File: src/rtl/cos_sine_pkg.sv
// Shared constants, quadrant type and table builders for the sine/cosine generator.
// The tables are computed at elaboration with fixed-point Taylor series, so no real math reaches synthesis.
package cos_sine_pkg;

  localparam int PHASE_W = 10;
  localparam int AMP_W   = 8;
  localparam int AMP_MAX = 127;
  localparam int QUARTER = 256;
  localparam int QTR_W   = PHASE_W - 2;

  typedef enum logic [1:0] {
    QUAD_0 = 2'd0,
    QUAD_1 = 2'd1,
    QUAD_2 = 2'd2,
    QUAD_3 = 2'd3
  } quad_e;

  typedef logic [QUARTER-1:0][AMP_W-2:0]   qtbl_t;
  typedef logic [4*QUARTER-1:0][AMP_W-1:0] ftbl_t;

  // pi in Q30
  localparam longint PI_Q30 = 64'sd3373259426;

  // round(127*sin(2*pi*k/1024)), half away from zero; k < 256 keeps the angle below pi/2
  function automatic logic [AMP_W-2:0] quarter_mag(input logic [QTR_W-1:0] k);
    longint theta;
    longint theta2;
    longint term;
    longint acc;
    theta  = (PI_Q30 * longint'(k)) >>> 9;
    theta2 = (theta * theta) >>> 30;
    term   = theta;
    acc    = theta;
    for (int n = 1; n <= 8; n++) begin
      term = -((term * theta2) >>> 30) / longint'((2 * n) * (2 * n + 1));
      acc  = acc + term;
    end
    return (AMP_W-1)'((longint'(AMP_MAX) * acc + (longint'(1) <<< 29)) >>> 30);
  endfunction

  function automatic logic is_mirrored(input quad_e q);
    return (q == QUAD_1) || (q == QUAD_3);
  endfunction

  // Odd quadrants read the table backwards; i==0 wraps to 0 and is covered by the peak flag.
  function automatic logic [QTR_W-1:0] mirror_addr(input quad_e q, input logic [QTR_W-1:0] i);
    return is_mirrored(q) ? QTR_W'(QUARTER - int'(i)) : i;
  endfunction

  function automatic qtbl_t build_quarter_table();
    qtbl_t t;
    for (int k = 0; k < QUARTER; k++) begin
      t[k[QTR_W-1:0]] = quarter_mag(k[QTR_W-1:0]);
    end
    return t;
  endfunction

  function automatic ftbl_t build_full_table();
    ftbl_t            t;
    logic [AMP_W-2:0] m;
    for (int q = 0; q < 4; q++) begin
      for (int i = 0; i < QUARTER; i++) begin
        if (q == 1 || q == 3)
          m = (i == 0) ? (AMP_W-1)'(AMP_MAX) : quarter_mag(QTR_W'(QUARTER - i));
        else
          m = quarter_mag(i[QTR_W-1:0]);
        t[{q[1:0], i[QTR_W-1:0]}] = (q >= 2) ? AMP_W'(-{1'b0, m}) : {1'b0, m};
      end
    end
    return t;
  endfunction

endpackage

File: src/rtl/cos_sine_if.sv
// Phase-in / sine-cosine-out bundle; the phase source is the master, the generator the slave.
interface cos_sine_if;
  import cos_sine_pkg::*;

  logic        [PHASE_W-1:0] x;
  logic signed [AMP_W-1:0]   y_sine;
  logic signed [AMP_W-1:0]   y_cos;

  modport master (output x, input  y_sine, input  y_cos);
  modport slave  (input  x, output y_sine, output y_cos);

endinterface

File: src/rtl/cos_sine_core_rom.sv
// quarter_sine_rom: 256x7 quarter-wave magnitude ROM, two independent registered read ports.
// Read registers clear on reset because they form the first pipeline stage of the generator.
module quarter_sine_rom
  import cos_sine_pkg::*;
(
  input  logic             clk,
  input  logic             rst_n,
  input  logic [QTR_W-1:0] addr_sin_i,
  input  logic [QTR_W-1:0] addr_cos_i,
  output logic [AMP_W-2:0] mag_sin_o,
  output logic [AMP_W-2:0] mag_cos_o
);

  localparam qtbl_t QTBL = build_quarter_table();

  logic [AMP_W-2:0] mag_sin_q;
  logic [AMP_W-2:0] mag_cos_q;

  always_ff @(posedge clk or negedge rst_n) begin
    if (!rst_n) begin
      mag_sin_q <= '0;
      mag_cos_q <= '0;
    end else begin
      mag_sin_q <= QTBL[addr_sin_i];
      mag_cos_q <= QTBL[addr_cos_i];
    end
  end

  assign mag_sin_o = mag_sin_q;
  assign mag_cos_o = mag_cos_q;

endmodule

File: src/rtl/cos_sine_core.sv
// cos_sine_core: phase word to signed sine/cosine samples, two-cycle latency, one sample per clock.
// Define COS_SINE_FULL_ROM_EN to replace quarter-wave mirroring with full 1024-entry signed tables.
module cos_sine_core
  import cos_sine_pkg::*;
(
  input  logic      clk,
  input  logic      rst_n,
  cos_sine_if.slave bus
);

  logic        [PHASE_W-1:0] x_cos;
  logic signed [AMP_W-1:0]   y_sine_d;
  logic signed [AMP_W-1:0]   y_cos_d;
  logic signed [AMP_W-1:0]   y_sine_q;
  logic signed [AMP_W-1:0]   y_cos_q;

  // cosine is sine a quarter turn ahead; the carry out of bit 9 is dropped
  assign x_cos = bus.x + PHASE_W'(QUARTER);

`ifdef COS_SINE_FULL_ROM_EN

  localparam ftbl_t FULL_TBL = build_full_table();

  logic signed [AMP_W-1:0] sin_s1_q;
  logic signed [AMP_W-1:0] cos_s1_q;

  always_ff @(posedge clk or negedge rst_n) begin
    if (!rst_n) begin
      sin_s1_q <= '0;
      cos_s1_q <= '0;
    end else begin
      sin_s1_q <= FULL_TBL[bus.x];
      cos_s1_q <= FULL_TBL[x_cos];
    end
  end

  assign y_sine_d = sin_s1_q;
  assign y_cos_d  = cos_s1_q;

`else

  quad_e            quad_sin;
  quad_e            quad_cos;
  logic [QTR_W-1:0] addr_sin;
  logic [QTR_W-1:0] addr_cos;
  logic             peak_sin_d, peak_cos_d, neg_sin_d, neg_cos_d;
  logic             peak_sin_q, peak_cos_q, neg_sin_q, neg_cos_q;
  logic [AMP_W-2:0] mag_sin_rom, mag_cos_rom;
  logic [AMP_W-2:0] mag_sin, mag_cos;

  always_comb begin
    quad_sin   = quad_e'(bus.x[PHASE_W-1 -: 2]);
    quad_cos   = quad_e'(x_cos[PHASE_W-1 -: 2]);
    addr_sin   = mirror_addr(quad_sin, bus.x[QTR_W-1:0]);
    addr_cos   = mirror_addr(quad_cos, x_cos[QTR_W-1:0]);
    peak_sin_d = is_mirrored(quad_sin) && (bus.x[QTR_W-1:0] == '0);
    peak_cos_d = is_mirrored(quad_cos) && (x_cos[QTR_W-1:0] == '0);
    neg_sin_d  = quad_sin inside {QUAD_2, QUAD_3};
    neg_cos_d  = quad_cos inside {QUAD_2, QUAD_3};
  end

  quarter_sine_rom u_rom (
    .clk        (clk),
    .rst_n      (rst_n),
    .addr_sin_i (addr_sin),
    .addr_cos_i (addr_cos),
    .mag_sin_o  (mag_sin_rom),
    .mag_cos_o  (mag_cos_rom)
  );

  always_ff @(posedge clk or negedge rst_n) begin
    if (!rst_n) begin
      peak_sin_q <= 1'b0;
      peak_cos_q <= 1'b0;
      neg_sin_q  <= 1'b0;
      neg_cos_q  <= 1'b0;
    end else begin
      peak_sin_q <= peak_sin_d;
      peak_cos_q <= peak_cos_d;
      neg_sin_q  <= neg_sin_d;
      neg_cos_q  <= neg_cos_d;
    end
  end

  always_comb begin
    mag_sin  = peak_sin_q ? (AMP_W-1)'(AMP_MAX) : mag_sin_rom;
    mag_cos  = peak_cos_q ? (AMP_W-1)'(AMP_MAX) : mag_cos_rom;
    y_sine_d = neg_sin_q ? AMP_W'(-{1'b0, mag_sin}) : {1'b0, mag_sin};
    y_cos_d  = neg_cos_q ? AMP_W'(-{1'b0, mag_cos}) : {1'b0, mag_cos};
  end

`endif

  always_ff @(posedge clk or negedge rst_n) begin
    if (!rst_n) begin
      y_sine_q <= '0;
      y_cos_q  <= '0;
    end else begin
      y_sine_q <= y_sine_d;
      y_cos_q  <= y_cos_d;
    end
  end

  assign bus.y_sine = y_sine_q;
  assign bus.y_cos  = y_cos_q;

endmodule

File: src/flat_wrapper.sv
// flat-port wrapper written by rule: the top's interface ports become plain ports
module cos_sine_core_flat import cos_sine_pkg::*;
  (clk, rst_n, bus_x, bus_y_sine, bus_y_cos);
  cos_sine_if bus_i ();
  input  logic clk;
  input  logic rst_n;
  input wire logic [$bits(bus_i.x)-1:0] bus_x;
  output wire logic [$bits(bus_i.y_sine)-1:0] bus_y_sine;
  output wire logic [$bits(bus_i.y_cos)-1:0] bus_y_cos;
  assign bus_i.x = bus_x;
  assign bus_y_sine = bus_i.y_sine;
  assign bus_y_cos = bus_i.y_cos;
  cos_sine_core u_core (.clk(clk), .rst_n(rst_n), .bus(bus_i));
endmodule
File: config.mk
export PLATFORM = sky130hd
export DESIGN_NAME = cos_sine_core_flat
export DESIGN_NICKNAME = d
export VERILOG_FILES = /design/src/rtl/cos_sine_pkg.sv /design/src/rtl/cos_sine_if.sv /design/src/rtl/cos_sine_core_rom.sv /design/src/rtl/cos_sine_core.sv /design/src/flat_wrapper.sv
export SDC_FILE = /design/constraint.sdc
export NUM_CORES = 1
export LEC_CHECK = 0
export ABC_AREA = 1
export CAP_MARGIN = 10
export CORE_UTILIZATION = 60
export DETAILED_ROUTE_END_ITERATION = 6
export PLACE_DENSITY_LB_ADDON = 0.08
export SYNTH_ARGS = -nofsm -noshare
export SYNTH_HDL_FRONTEND = slang
export SYNTH_SLANG_ARGS = --single-unit
File: constraint.sdc
create_clock -name clk -period 1.74 [get_ports clk]
set_clock_uncertainty 0.05 [all_clocks]
set_input_delay 0.174 -clock clk [delete_from_list [all_inputs] [get_ports clk]]
set_output_delay 0.174 -clock clk [all_outputs]
set_load 0.05 [all_outputs]
==> results.toml, run 1 <==
[timing]
worstEpCategory = "register data pin"
postGrtWorstEndpoint = "u_core.u_rom.mag_cos_o[1]$_DFF_PN0_/D"

[synth]
synth_top_area_share = 0.2456
syn_inst = 761
synth_cell_types = 36
yosysWarningCount = 0
yosys.area.top_type = "nand2_1"
synthArstFlopShare = 1.000
synth_ff_type = "dfrtp_1"
syn-num-nets = 802
netlist_top_cells_area = "nand2_1 25%, dfrtp_1 19%, nand3_1 18%"
synthTopCellsByCount = "296 x nand2_1, 159 x nand3_1, 51 x nor2_1"
synth_area_um2 = 4524
yosysMostFrequentCell = "nand2_1"
yosysSeqAreaShare = 0.1881
ys_ff_latch = 34
synth_area_per_cell_um2 = 5.945
synth_edf_count = 0

[clocking]
h-tree-depth = 2
cts_made_buffers = 5
ctsRootBufferMaster = "clkbuf_8"
cts_sinks = 34
clk_path_buf_depth = 2

[place]
place_hpwl_um = 11740
place.gp.congestion = 1.018
placed_area_um2 = 5794
numPortBuffers = 27
dp_cells = 990

[run_status]
outcome = "stopped before the end"
failed_stage = "global routing (5_1_grt)"
error = "[ERROR DPL-0038] Utilization greater than 100%, impossible to legalize"

[floorplanning]
ios = 28
die_h_um = 88.84
rows = 31
start_util = 0.6238
fp.dieW_um = 88.84

[grt]
grt_max_degree = 35
## metrics by stage
stage | setup WS [ns] | TNS, ns | utilization
global placement | -0.8640 | -10.57 | 0.7989
CTS | -0.000005551 | -0.000005551 | 0.9063
floorplan | -0.2203 | -2.024 | -
detailed placement | -0.9331 | -12.23 | 0.7989
## cell families after synthesis
kind of cell / count (synthesis) / share of synthesized area
simple gates: 561 / 0.5600
flops: 34 / 0.1881
compound gates: 42 / 0.05476
fa+ha+maj: 29 / 0.08020
buf+inv: 83 / 0.09375
xor+xnor: 12 / 0.02323
## repair_timing
action	in CTS
pin swaps	43
gates cloned	6
hold buffers	0
endpoints found under the setup margin	15
gates resized for setup	145
buffers inserted	20
==> run 2: changes to the inputs <==
CORE_UTILIZATION = 40   (was 60)
PLACE_DENSITY_LB_ADDON = 0.15   (was 0.08)
==> results.toml, run 2 <==
[floorplanning]
die-area_um2 = 11740
coreArea_um2 = 10940
die_h_um = 108.4
rows = 38
fp.dieW_um = 108.4
start_util = 0.4137
ios = 28

[critical_path]
cp-end-kind = "flop"
crit_fanout = 7
cp_data_arrival_time_ns = 1.99
cp_data_required_time_ns = 1.90
rr_worst_depth = 7
startpoint_type = "primary input"
path_class = "primary input to flop"

[synth]
synth_cell_types = 36
synthArstFlopShare = 1.000
yosysSeqAreaShare = 0.1881
netlist_top_cells_area = "nand2_1 25%, dfrtp_1 19%, nand3_1 18%"
synth_top_area_share = 0.2456
synth_ff_type = "dfrtp_1"
synth_area_per_cell_um2 = 5.945
yosysWarningCount = 0
synth_area_um2 = 4524
ys_ff_latch = 34
synthTopCellsByCount = "296 x nand2_1, 159 x nand3_1, 51 x nor2_1"
synth_edf_count = 0
yosysMostFrequentCell = "nand2_1"
yosys.area.top_type = "nand2_1"
syn-num-nets = 802
syn_inst = 761

[clocking]
cts_tree = "built"
cts_hold_buf = 0
cts_made_buffers = 5
ctsRootBufferMaster = "clkbuf_16"
clock_latency_ns = 0.27
cts.clk_slew.worst_paths_ns = 0.05
clk_path_buf_depth = 2
cts_sinks = 34
h-tree-depth = 2

[grt]
grt_first_pass_wirelength_um = 26950
grtUsageMet3 = 0.02471
grt_usage = 0.2912
grt_pass1_vias = 5554
top_usage_layer = "met2"
grt_max_degree = 35
grt_overflow_total = 0
antenna_found_initial = 0
gr-usage-met2 = 0.4713
grt_util_met1 = 0.4087

[cells_and_area]
layout_commonest_cell = "nand2_1"
final_cell_mix = "231 x nand2_1, 146 x buf_4, 135 x nand3_1"
drive_above_1_share = 0.4085
fin_nets = 986
fin_cells = 1085
syn2layout_area_growth_pct = 61.23
antennaDiodeCount = 0

[detailed_routing]
drt-total-wl_um = 17060
drt_iter0_drc = 563
avgRoutedWirePerCell_um = 15.73
drcViolationCount = 0
vias = 5917
drtPass1Iterations = 5
ant_nets = 0
avgViaCountPerCell = 5.453

[timing]
fin_crit_ns = 1.825
hold_viol_final = 0
rsz0062_at_grt = "true"
relSlewSlack = 0.6659
slew_viol_final = 0
fin_crit_sh = 1.049
whs_ns = 0.1782
finalSetupViolCount = 8
fmax_ghz = 0.5479
fin_ws_ns = -0.08517
tightest_slew_ns = 0.4996

[pwr]
p_leak_nw = 3.702
cellPowerDensity_nw_per_um2 = 741.1
vdd_ir_drop_max_v = 0.0007674

[hold_path]
holdPathStages = 3
hold_path_class = "primary input to flop"

[place]
numPortBuffers = 27
place.gp.congestion = 0.9686
place_hpwl_um = 11700
dp_cells = 1042

[run]
max_cap_violations = 0

[run_status]
outcome = "finished, violations left"
violations = "negative setup slack"
run 2: cell counts after synthesis:
No cell type changed its count.
run 2: cell type report:
cell class | count | area, um^2
Inverter | 53 | 234.0
Tap cell | 140 | 175.2
Fill cell | 921 | 3641
Sequential cell | 34 | 850.8
Multi-Input combinational cell | 649 | 4088
Clock buffer | 5 | 125.1
Timing Repair Buffer | 202 | 1812
Clock inverter | 2 | 10.01
run 2: kinds of logic after synthesis:
| logic type | count (synthesis) | share of synthesized area |
|---|---|---|
| adder cells (fa/ha/maj) | 29 | 0.08020 |
| XOR/XNOR | 12 | 0.02323 |
| AO/OA/AOI/OAI | 42 | 0.05476 |
| buffers and inverters | 83 | 0.09375 |
| AND/OR/NAND/NOR | 561 | 0.5600 |
| flip-flops | 34 | 0.1881 |
run 2: worst max-delay path, cell delays in order:
cell and delay (ns):
buf_8 0.10, clkinvlp_4 0.07, ha_4 0.17, clkinvlp_4 0.17, nand2_4 0.15, nand3_4 0.16, nand2_8 0.15, buf_8 0.15
buf_4 0.12, buf_4 0.10, nand3_1 0.07, nand3_1 0.09, nand3_1 0.08, nand2_2 0.10, nand2_2 0.05, nand2_2 0.06
run 2: worst paths after layout:
kind | from | slack, ns | endpoint
setup reg to reg | u_core.peak_sin_q$_DFF_PN0_ | 0.17 | u_core.bus.y_sine[6]$_DFF_PN0_
max in group asynchronous | rst_n | 1.08 | u_core.bus.y_cos[7]$_DFF_PN0_
hold reg to reg | u_core.u_rom.mag_cos_o[0]$_DFF_PN0_ | 0.42 | u_core.bus.y_cos[0]$_DFF_PN0_
min in group asynchronous | rst_n | 0.25 | u_core.u_rom.mag_sin_o[6]$_DFF_PN0_
hold / removal | bus_x[9] | 0.18 | u_core.neg_cos_q$_DFF_PN0_
setup / recovery | bus_x[0] | -0.09 | u_core.u_rom.mag_cos_o[0]$_DFF_PN0_
run 2: timing repair:
action | in CTS | in global routing
pin swaps | 46 | 55
gates resized for setup | 156 | 110
setup endpoints to repair | 14 | 14
cloned | 6 | 0
setup buffers | 16 | 14
run 2: routing by layer:
metal | wire (um) | share of wire | vias up
met2 | 8042 | 0.47 | 241
met5 | 0 | 0 | -
met3 | 1144 | 0.067 | 30
met4 | 263 | 0.015 | 0
li1 | - | - | 2855
met1 | 7613 | 0.45 | 2791
run 2: where the power goes:
group / switching, mW / internal, mW / total [mW]
clock network: 0.298 / 0.515 / 0.813
logic: 2.11 / 1.42 / 3.53
registers: 0.0828 / 0.982 / 1.07
run 2: through the flow:
step | area [um^2] | worst slack (ns) | power (mW) | TNS, ns | util
after floorplan | 4562 | -0.2203 | 2.921 | -2.024 | -
after global routing | 7295 | -0.1766 | 5.769 | -1.359 | 0.6670
final | 7295 | -0.08517 | 5.406 | -0.3431 | 0.6670
after detailed placement | 5953 | -0.9918 | 4.000 | -12.37 | 0.5444
after CTS | 6773 | 0.009344 | 5.131 | 0 | 0.6193
after global placement | 5953 | -0.9483 | 3.975 | -11.99 | 0.5444
No activity file was read; power rests on OpenSTA's default activity.
